<file path="src/rtl/ysyx_22050710_axi4_rd_arbiter.sv">
`default_nettype none
// ============================================================================
// Module   : ysyx_22050710_axi4_rd_arbiter
// Purpose  : 2:1 AXI4 read-channel arbiter. M0 (IFU) and M1 (LSU) share one
//            AXI4 read port towards the SRAM slave. Only one read is in
//            flight at a time. Simultaneous requests are resolved round-robin.
// Ports    : i_aclk / i_arsetn      - clock, synchronous active-low reset
//            i_mN_ar* / o_mN_arready - per-master AR request channel
//            o_mN_r* / i_mN_rready   - per-master R response channel
//            o_ar* / i_arready       - slave AR channel (registered fields)
//            i_r* / o_rready         - slave R channel (i_rid unused)
// Revision : 1.0 - initial release
// ============================================================================
module ysyx_22050710_axi4_rd_arbiter #(
  parameter int SRAM_ADDR_WD = 64,
  parameter int SRAM_DATA_WD = 64
) (
  input  logic                    i_aclk,
  input  logic                    i_arsetn,

  // Master 0 (IFU)
  input  logic                    i_m0_arvalid,
  output logic                    o_m0_arready,
  input  logic [SRAM_ADDR_WD-1:0] i_m0_araddr,
  input  logic [7:0]              i_m0_arlen,
  input  logic [2:0]              i_m0_arsize,
  output logic                    o_m0_rvalid,
  input  logic                    i_m0_rready,
  output logic [SRAM_DATA_WD-1:0] o_m0_rdata,
  output logic [1:0]              o_m0_rresp,
  output logic                    o_m0_rlast,

  // Master 1 (LSU)
  input  logic                    i_m1_arvalid,
  output logic                    o_m1_arready,
  input  logic [SRAM_ADDR_WD-1:0] i_m1_araddr,
  input  logic [7:0]              i_m1_arlen,
  input  logic [2:0]              i_m1_arsize,
  output logic                    o_m1_rvalid,
  input  logic                    i_m1_rready,
  output logic [SRAM_DATA_WD-1:0] o_m1_rdata,
  output logic [1:0]              o_m1_rresp,
  output logic                    o_m1_rlast,

  // Slave AR channel
  output logic [3:0]              o_arid,
  output logic [SRAM_ADDR_WD-1:0] o_araddr,
  output logic [7:0]              o_arlen,
  output logic [2:0]              o_arsize,
  output logic [1:0]              o_arburst,
  output logic                    o_arvalid,
  input  logic                    i_arready,

  // Slave R channel
  input  logic [3:0]              i_rid,
  input  logic [SRAM_DATA_WD-1:0] i_rdata,
  input  logic [1:0]              i_rresp,
  input  logic                    i_rlast,
  input  logic                    i_rvalid,
  output logic                    o_rready
);

  typedef enum logic [1:0] {
    ST_IDLE = 2'd0,
    ST_ADDR = 2'd1,
    ST_DATA = 2'd2
  } state_t;

  state_t                  state;
  logic                    grant;       // 0 = M0, 1 = M1
  logic                    last_grant;  // master served by the last completed read
  logic [SRAM_ADDR_WD-1:0] addr_q;
  logic [7:0]              len_q;
  logic [2:0]              size_q;

  logic pick;
  logic accept;
  logic in_data;
  logic grant_rready;
  logic last_beat;

  // Routing is by the grant register alone; the returned ID carries nothing
  // we need.
  logic unused_rid;
  assign unused_rid = ^i_rid;

  always_comb begin
    // On a tie, serve whichever master did not win last time.
    pick         = (i_m0_arvalid & i_m1_arvalid) ? ~last_grant : i_m1_arvalid;
    // Outputs are gated by reset so handshakes are quiet during reset even
    // before the first clock edge has forced the state.
    accept       = i_arsetn & (state == ST_IDLE) & (i_m0_arvalid | i_m1_arvalid);
    in_data      = i_arsetn & (state == ST_DATA);
    grant_rready = grant ? i_m1_rready : i_m0_rready;
    last_beat    = i_rvalid & o_rready & i_rlast;
  end

  assign o_m0_arready = accept & ~pick;
  assign o_m1_arready = accept &  pick;

  assign o_arid    = {3'b000, grant};
  assign o_araddr  = addr_q;
  assign o_arlen   = len_q;
  assign o_arsize  = size_q;
  assign o_arburst = 2'b01;
  assign o_arvalid = i_arsetn & (state == ST_ADDR);

  assign o_rready  = in_data & grant_rready;

  // The master not being served sees an all-zero R channel.
  assign o_m0_rvalid = in_data & ~grant & i_rvalid;
  assign o_m0_rdata  = (in_data & ~grant) ? i_rdata : '0;
  assign o_m0_rresp  = (in_data & ~grant) ? i_rresp : 2'b00;
  assign o_m0_rlast  = in_data & ~grant & i_rlast;

  assign o_m1_rvalid = in_data & grant & i_rvalid;
  assign o_m1_rdata  = (in_data & grant) ? i_rdata : '0;
  assign o_m1_rresp  = (in_data & grant) ? i_rresp : 2'b00;
  assign o_m1_rlast  = in_data & grant & i_rlast;

  always_ff @(posedge i_aclk) begin
    if (!i_arsetn) begin
      state      <= ST_IDLE;
      grant      <= 1'b0;
      last_grant <= 1'b0;
      addr_q     <= '0;
      len_q      <= 8'd0;
      size_q     <= 3'd0;
    end else begin
      case (state)
        ST_IDLE: begin
          if (accept) begin
            grant  <= pick;
            addr_q <= pick ? i_m1_araddr : i_m0_araddr;
            len_q  <= pick ? i_m1_arlen  : i_m0_arlen;
            size_q <= pick ? i_m1_arsize : i_m0_arsize;
            state  <= ST_ADDR;
          end
        end
        ST_ADDR: begin
          if (i_arready) begin
            state <= ST_DATA;
          end
        end
        ST_DATA: begin
          if (last_beat) begin
            last_grant <= grant;
            state      <= ST_IDLE;
          end
        end
        default: begin
          state <= ST_IDLE;
        end
      endcase
    end
  end

endmodule
`default_nettype wire

</file>
<file path="config.mk">
export PLATFORM = sky130hd
export DESIGN_NAME = ysyx_22050710_axi4_rd_arbiter
export DESIGN_NICKNAME = d
export VERILOG_FILES = /design/src/rtl/ysyx_22050710_axi4_rd_arbiter.sv
export SDC_FILE = /design/constraint.sdc
export NUM_CORES = 1
export LEC_CHECK = 0
export BUFFER_PORTS_ARGS = -buffer_cell sky130_fd_sc_hd__buf_2
export CORE_AREA = 2 2 173 175
export DETAILED_ROUTE_END_ITERATION = 8
export DIE_AREA = 0 0 175 177
export PLACE_DENSITY = 0.44
export SETUP_SLACK_MARGIN = 0.2
export SYNTH_ARGS = -nofsm -noshare
export SYNTH_HDL_FRONTEND = slang
export SYNTH_SLANG_ARGS = --single-unit
</file>
<file path="constraint.sdc">
create_clock -name i_aclk -period 1.8 [get_ports i_aclk]
set_input_delay 0.27 -clock i_aclk [delete_from_list [all_inputs] [get_ports i_aclk]]
set_output_delay 0.27 -clock i_aclk [all_outputs]
set_load 0.01 [all_outputs]
</file>
==> run summary, run 1 <==
Outcome - finished with violations
Failing checks - setup timing
Avg WL per Cell - 20.73 µm
IO Port Bufs - 440
Initial antenna violation count - 5
Setup violations, final - 115
Grt met2 use - 27.47%
CP Class - flop to primary output
DRT antenna net count - 0
Hold buffers post-CTS - 0
Fin. max-slew vios - 0
Clk root buf - clkbuf_16
Slowest CP cell - dfxtp_4
Number of synthesis warnings - 0
Clock power frac - 38.3%
Vias - 5,754
Area Growth Syn to Fin - 82.38%
Max stage delay on crit path - 0.35 ns
Crit path cell chain - nand3b_4 > nor2_4 > buf_12 > clkbuf_16 > and2_4 > buf_6
CP required - 1.53 ns
Tightest Pin Transition - 0.8958 ns
Final HPWL DP - 18,880 µm
Row count - 63
EDFF count, synth - 0
DR vias/cell - 4.495
R2R Setup Slk - 0.28 ns
Place WS - -0.03633 ns
Grt ovf - 0
Clk_skew - 0.009385 ns
Die extent in x - 175 µm
Power Internal - 0.003794 W
Mapped Cells - 465
Sink Count - 79
Synth Area in Simple Gates - 21.12%
Post-synthesis cell type with the largest combined area - dfxtp_1
Total Wirelength - 26,530 µm
Clock transition at the registers of the reported paths - 0.07 ns
CP Launch Type - flop
CTS Buf Count - 9
RSZ-0062 raised after global routing - true
Post-synthesis sequential area ratio - 35.18%
Rel. slew slack - 40.14%
CP Capture Type - primary output
Global-route wire length before repair - 35,060 µm
Post-route design area - 8199 µm²
Synth area leaders - dfxtp_1 (35%), and2_1 (19%), a221o_1 (17%)
Clock Tree Buf Depth - 2
Main flop type after synthesis - dfxtp_1
Starting density of the core - 15.37%
XOR/XNOR share of the synthesized area - 0%
IO Count - 450
Synth Area in Compound Gates - 34.34%
Gr usage total - 14.89%
Most common cell after layout, fill and taps aside - buf_2
Sequential share of power - 36.8%
Cell Area, Synth - 4496 µm²
Core area - 29,240 µm²
Vias in the first global route - 5,527
Synth unique cells - 25
Multiplexer area fraction after synthesis - 0.4453%
CTS tree - built
Synth Area in Adders - 0%
Nets - 1,113
Leading cell types in the layout, fill and taps excluded - buf_2 (381), and2_1 (90), dfxtp_1 (76)
Drt drc - 0
Fmax achieved - 0.5267 GHz
Largest net degree at the start of global routing - 76
Post-DP Area - 7077 µm²
Comb power frac - 24.9%
Max FO, Critical Path - 8
Flops & latches, synth - 79
Fin crit share - 105.5%
Iteration-0 DRC count of the detailed router - 243
Crit path arrival time - 1.63 ns
Mean Syn Cell Area - 9.668 µm²
Sw Pwr - 0.001676 W
Largest family of logic cells by synthesized area - compound AO/OA/AOI/OAI gates
Leak Pwr - 4.497 nW
Yosys top cell area share - 35.18%
Most Crowded Layer GR - met2
H-tree depth - 3
TritonRoute pass-1 iters - 4
Die area - 30,980 µm²
Layout cells sized above 1 - 61.87%
Routing usage on met3 - 4.210%
Worst vdd rail ir drop - 366.8 µV
Met1 usage in global routing - 16.69%
Sw Share - 30.63%
GP Congestion - 0.7743
Setup ws final - -0.09878 ns
PD cells - 667.2 nW/µm²
Min Tclk post-route - 1.899 ns
Clk_lat worst skew - 0.35 ns
Hold Crit Class - primary input to flop
Die Y - 177 µm
Fin. Hold Viols - 0
Max-cap violations - 0
Async S/R FF share, synth - 0%
power groups by stage:
stage	logic, W	clock network [W]	registers (W)
floorplan	0.000522	0	0.00213
global placement	0.00127	0	0.00205
detailed placement	0.00127	0	0.00205
CTS	0.00128	0.00219	0.00201
global route	0.00146	0.00225	0.00204
finish	0.00136	0.00210	0.00201
registers in the layout, summed over array words and instances, names as in the netlist:
signal	count
grant	1
last_grant	1
o_araddr	64
o_arlen	8
o_arsize	3
state	2
cells in the mapped netlist (2+ instances only):
cell type / instances
and2_1: 136
inv_1: 3
a21oi_1: 3
o311a_1: 75
mux2i_1: 2
nor2_2: 3
nand2_1: 3
buf_2: 16
buf_6: 7
a221o_1: 75
buf_4: 10
nor2_1: 3
conb_1: 2
dfxtp_1: 79
clkbuf_1: 38
logic make-up (layout without fill, tap and decap cells):
group                  count (synthesis)  after routing
and+or+nand+nor                      151            151
buffers and inverters                 75            496
DFF                                   79             79
AOI/OAI and AO/OA                    156            156
other                                  2              6
muxes                                  2              2
repair_timing:
| action | in CTS | in global routing |
|---|---|---|
| pin swaps | 2 | 36 |
| cloned | 0 | 12 |
| buffers inserted | 3 | 4 |
| setup endpoints to repair | 140 | 139 |
| gates resized for setup | 15 | 113 |
layout make-up:
class | instances | area [µm²]
multi-input combinational | 314 | 2684
sequential | 79 | 1590
inverter | 3 | 11.26
tap | 390 | 488.0
fill | 3177 | 21050
clock inverter | 6 | 92.59
timing repair buffer | 477 | 3102
antenna | 1 | 2.502
clock buffer | 10 | 229.0
stage by stage:
| stage | hold slack, ns | total power [W] | utilization (%) | cells | TNS [ns] |
|---|---|---|---|---|---|
| after CTS | 0.1163 | 0.005486 | 25.53 | 1263 | -6.985 |
| after global placement | 0.4696 | 0.003322 | 24.20 | 1244 | -0.3145 |
| after global routing | 0.1265 | 0.005747 | 28.03 | 1279 | -16.30 |
| after floorplan | 0.3850 | 0.002649 | - | 468 | 0 |
| after detailed placement | 0.4764 | 0.003320 | 24.20 | 1244 | -0.3928 |
| final | 0.1383 | 0.005470 | 28.04 | 1280 | -7.262 |
worst max-delay path: cells and delay by family (launching register included):
family        cells  cell delay, ns
simple gates      3            0.49
buf+inv           3            0.44
flops             1            0.35
worst paths after layout:
path / start / to / depth (start not counted)
max: state[0] / o_m1_rdata[40] / 6
min: i_arready / state[0] / 2
max reg2reg: state[0] / o_araddr[30] / 6
min reg2reg: last_grant / last_grant / 2
routing by layer:
layer	up-vias	part of all wire (%)
li1	2639	-
met5	-	0.21
met4	8	1.9
met1	2794	37
met3	32	7.0
met2	281	54
Note: power is estimated with default switching activity, not from simulation.
==> run 2, diff against run 1 <==
Settings changed: MAX_ROUTING_LAYER set to met4.
==> run 2 against run 1 <==
The run still ends with setup timing left. Combinational power hardly changed. Core utilization about the same. Clock power about the same. Power about the same. Via count about the same. Critical path type unchanged. Largest power group unchanged.
==> run summary, run 2 (same netlist as run 1, synthesis figures left out) <==
Die Y - 177 µm (unchanged)
Starting density of the core - 15.37% (unchanged)
Hold Crit Class - primary input to flop
Sink Count - 79 (unchanged)
WHS - 0.1383 ns (+0.00002800 ns)
CP required - 1.53 ns (about the same)
Hold buffers post-CTS - 0 (unchanged)
Global-route wire length before repair - 35,070 µm (about the same)
Met1 usage in global routing - 16.73% (+0.039 points)
RSZ-0062 raised after global routing - true
Nets - 1,113 (unchanged)
Fin. max-slew vios - 0 (unchanged)
Setup violations, final - 109 (-5.2%)
Fin crit share - 105.2% (-0.28 points)
Area Growth Syn to Fin - 82.52% (about the same)
Grt met2 use - 27.57% (+0.099 points)
Die extent in x - 175 µm (unchanged)
Place WS - -0.03633 ns (unchanged)
DRT antenna net count - 0 (unchanged)
Setup ws final - -0.09372 ns (+0.005058 ns)
CP Capture Type - primary output
CTS tree - built
TritonRoute pass-1 iters - 6 (+2)
Leading cell types in the layout, fill and taps excluded - buf_2 (382), and2_1 (90), dfxtp_1 (76)
Largest register FFs - 64 (unchanged)
Min Tclk post-route - 1.894 ns (-0.005058 ns)
PD cells - 666.3 nW/µm² (-0.13%)
Gr usage total - 15.36% (+0.48 points)
Most Crowded Layer GR - met2
CP Class - flop to primary output
Iteration-0 DRC count of the detailed router - 227 (-6.6%)
Core area - 29,240 µm² (unchanged)
Routing usage on met3 - 4.231% (+0.021 points)
Row count - 63 (unchanged)
IO Port Bufs - 440 (unchanged)
Max FO, Critical Path - 8 (unchanged)
Worst vdd rail ir drop - 366.9 µV (about the same)
Finished Layout Cells - 1,285 (+0.39%)
Layout cells sized above 1 - 61.87% (unchanged)
Clk_skew - 0.008803 ns (-0.0005828 ns)
CP Launch Type - flop
Most common cell after layout, fill and taps aside - buf_2
Total chip power - 0.005467 W (about the same)
Setup TNS - -6.623 ns (+0.6394 ns)
Vias in the first global route - 5,515 (-0.22%)
Total Wirelength - 26,520 µm (about the same)
Vias - 5,755 (+0.017%)
Failing checks - setup timing
DR vias/cell - 4.479 (-0.37%)
H-tree depth - 3 (unchanged)
Fmax achieved - 0.5281 GHz (+0.27%)
Die area - 30,980 µm² (unchanged)
Clk root buf - clkbuf_16
Max-cap violations - 0 (unchanged)
Placed cells - 1,244 (unchanged)
IO Count - 450 (unchanged)
Crit path arrival time - 1.62 ns (about the same)
Drt drc - 0 (unchanged)
Largest net degree at the start of global routing - 76 (unchanged)
Final HPWL DP - 18,880 µm (unchanged)
GP Congestion - 0.7849 (+1.4%)
Grt ovf - 0 (unchanged)
Fin. Hold Viols - 0 (unchanged)
Tightest Pin Transition - 0.9177 ns (+0.02189 ns)
Clock Tree Buf Depth - 2 (unchanged)
Rel. slew slack - 38.68% (-1.5 points)
Leak Pwr - 4.496 nW (about the same)
Clk_lat worst skew - 0.34 ns (about the same)
Outcome - finished with violations
R2R Setup Slk - 0.28 ns (about the same)
Clock transition at the registers of the reported paths - 0.07 ns (about the same)
CTS Buf Count - 9 (unchanged)
Avg WL per Cell - 20.64 µm (-0.40%)
Initial antenna violation count - 6 (+1)
## run 2: cell count changes in the layout (fill, tap and decap cells not counted), sizes merged
cell,delta
diode,+5
## run 2: final timing paths
| kind | from | end | cells after the start |
|---|---|---|---|
| worst max-delay path | state[0] | o_m0_rdata[61] | 6 |
| worst min-delay path | i_arready | state[0] | 2 |
| worst max register to register | state[1] | o_araddr[25] | 3 |
| worst min register to register | last_grant | last_grant | 2 |
## run 2: what timing repair did
item | 4_1_cts | 5_1_grt
gates resized for setup | 15 | 111
cloned | 0 | 12
pin swaps | 2 | 33
setup endpoints to repair | 140 | 139
setup buffers | 3 | 4
## run 2: power by group
| group | total [W] | switching (W) | internal, W |
|---|---|---|---|
| registers | 0.00201 | 0.0000892 | 0.00192 |
| logic | 0.00136 | 0.000719 | 0.000640 |
| clock network | 0.00209 | 0.000865 | 0.00123 |
## run 2: stage by stage
stage | util (%) | instance area (µm²)
5_1_grt | 28.05 | 8203
2_1_floorplan | - | 4507
4_1_cts | 25.53 | 7467
3_3_place_gp | 24.20 | 7077
6_report | 28.06 | 8205
3_5_place_dp | 24.20 | 7077
## run 2: layout make-up
cell class,instances,area (µm²)
inverter,3,11.26
fill,3180,21040
timing repair buffer,477,3095
tap,390,488.0
multi-input combinational,314,2684
antenna,6,15.01
clock buffer,10,229.0
clock inverter,6,92.59
sequential,79,1590
## run 2: metal layers
| layer | vias to the layer above | wire length (µm) |
|---|---|---|
| li1 | 2655 | - |
| met1 | 2785 | 9871 |
| met2 | 293 | 14240 |
| met3 | 22 | 1967 |
| met4 | 0 | 442 |
| met5 | - | 0 |
## run 2: critical path, cell delays in order (launching register included)
cell and delay (ns):
dfxtp_4 0.35, nand3b_4 0.20, nor2_4 0.17, buf_12 0.16, clkbuf_16 0.17, and2_4 0.14
buf_6 0.09
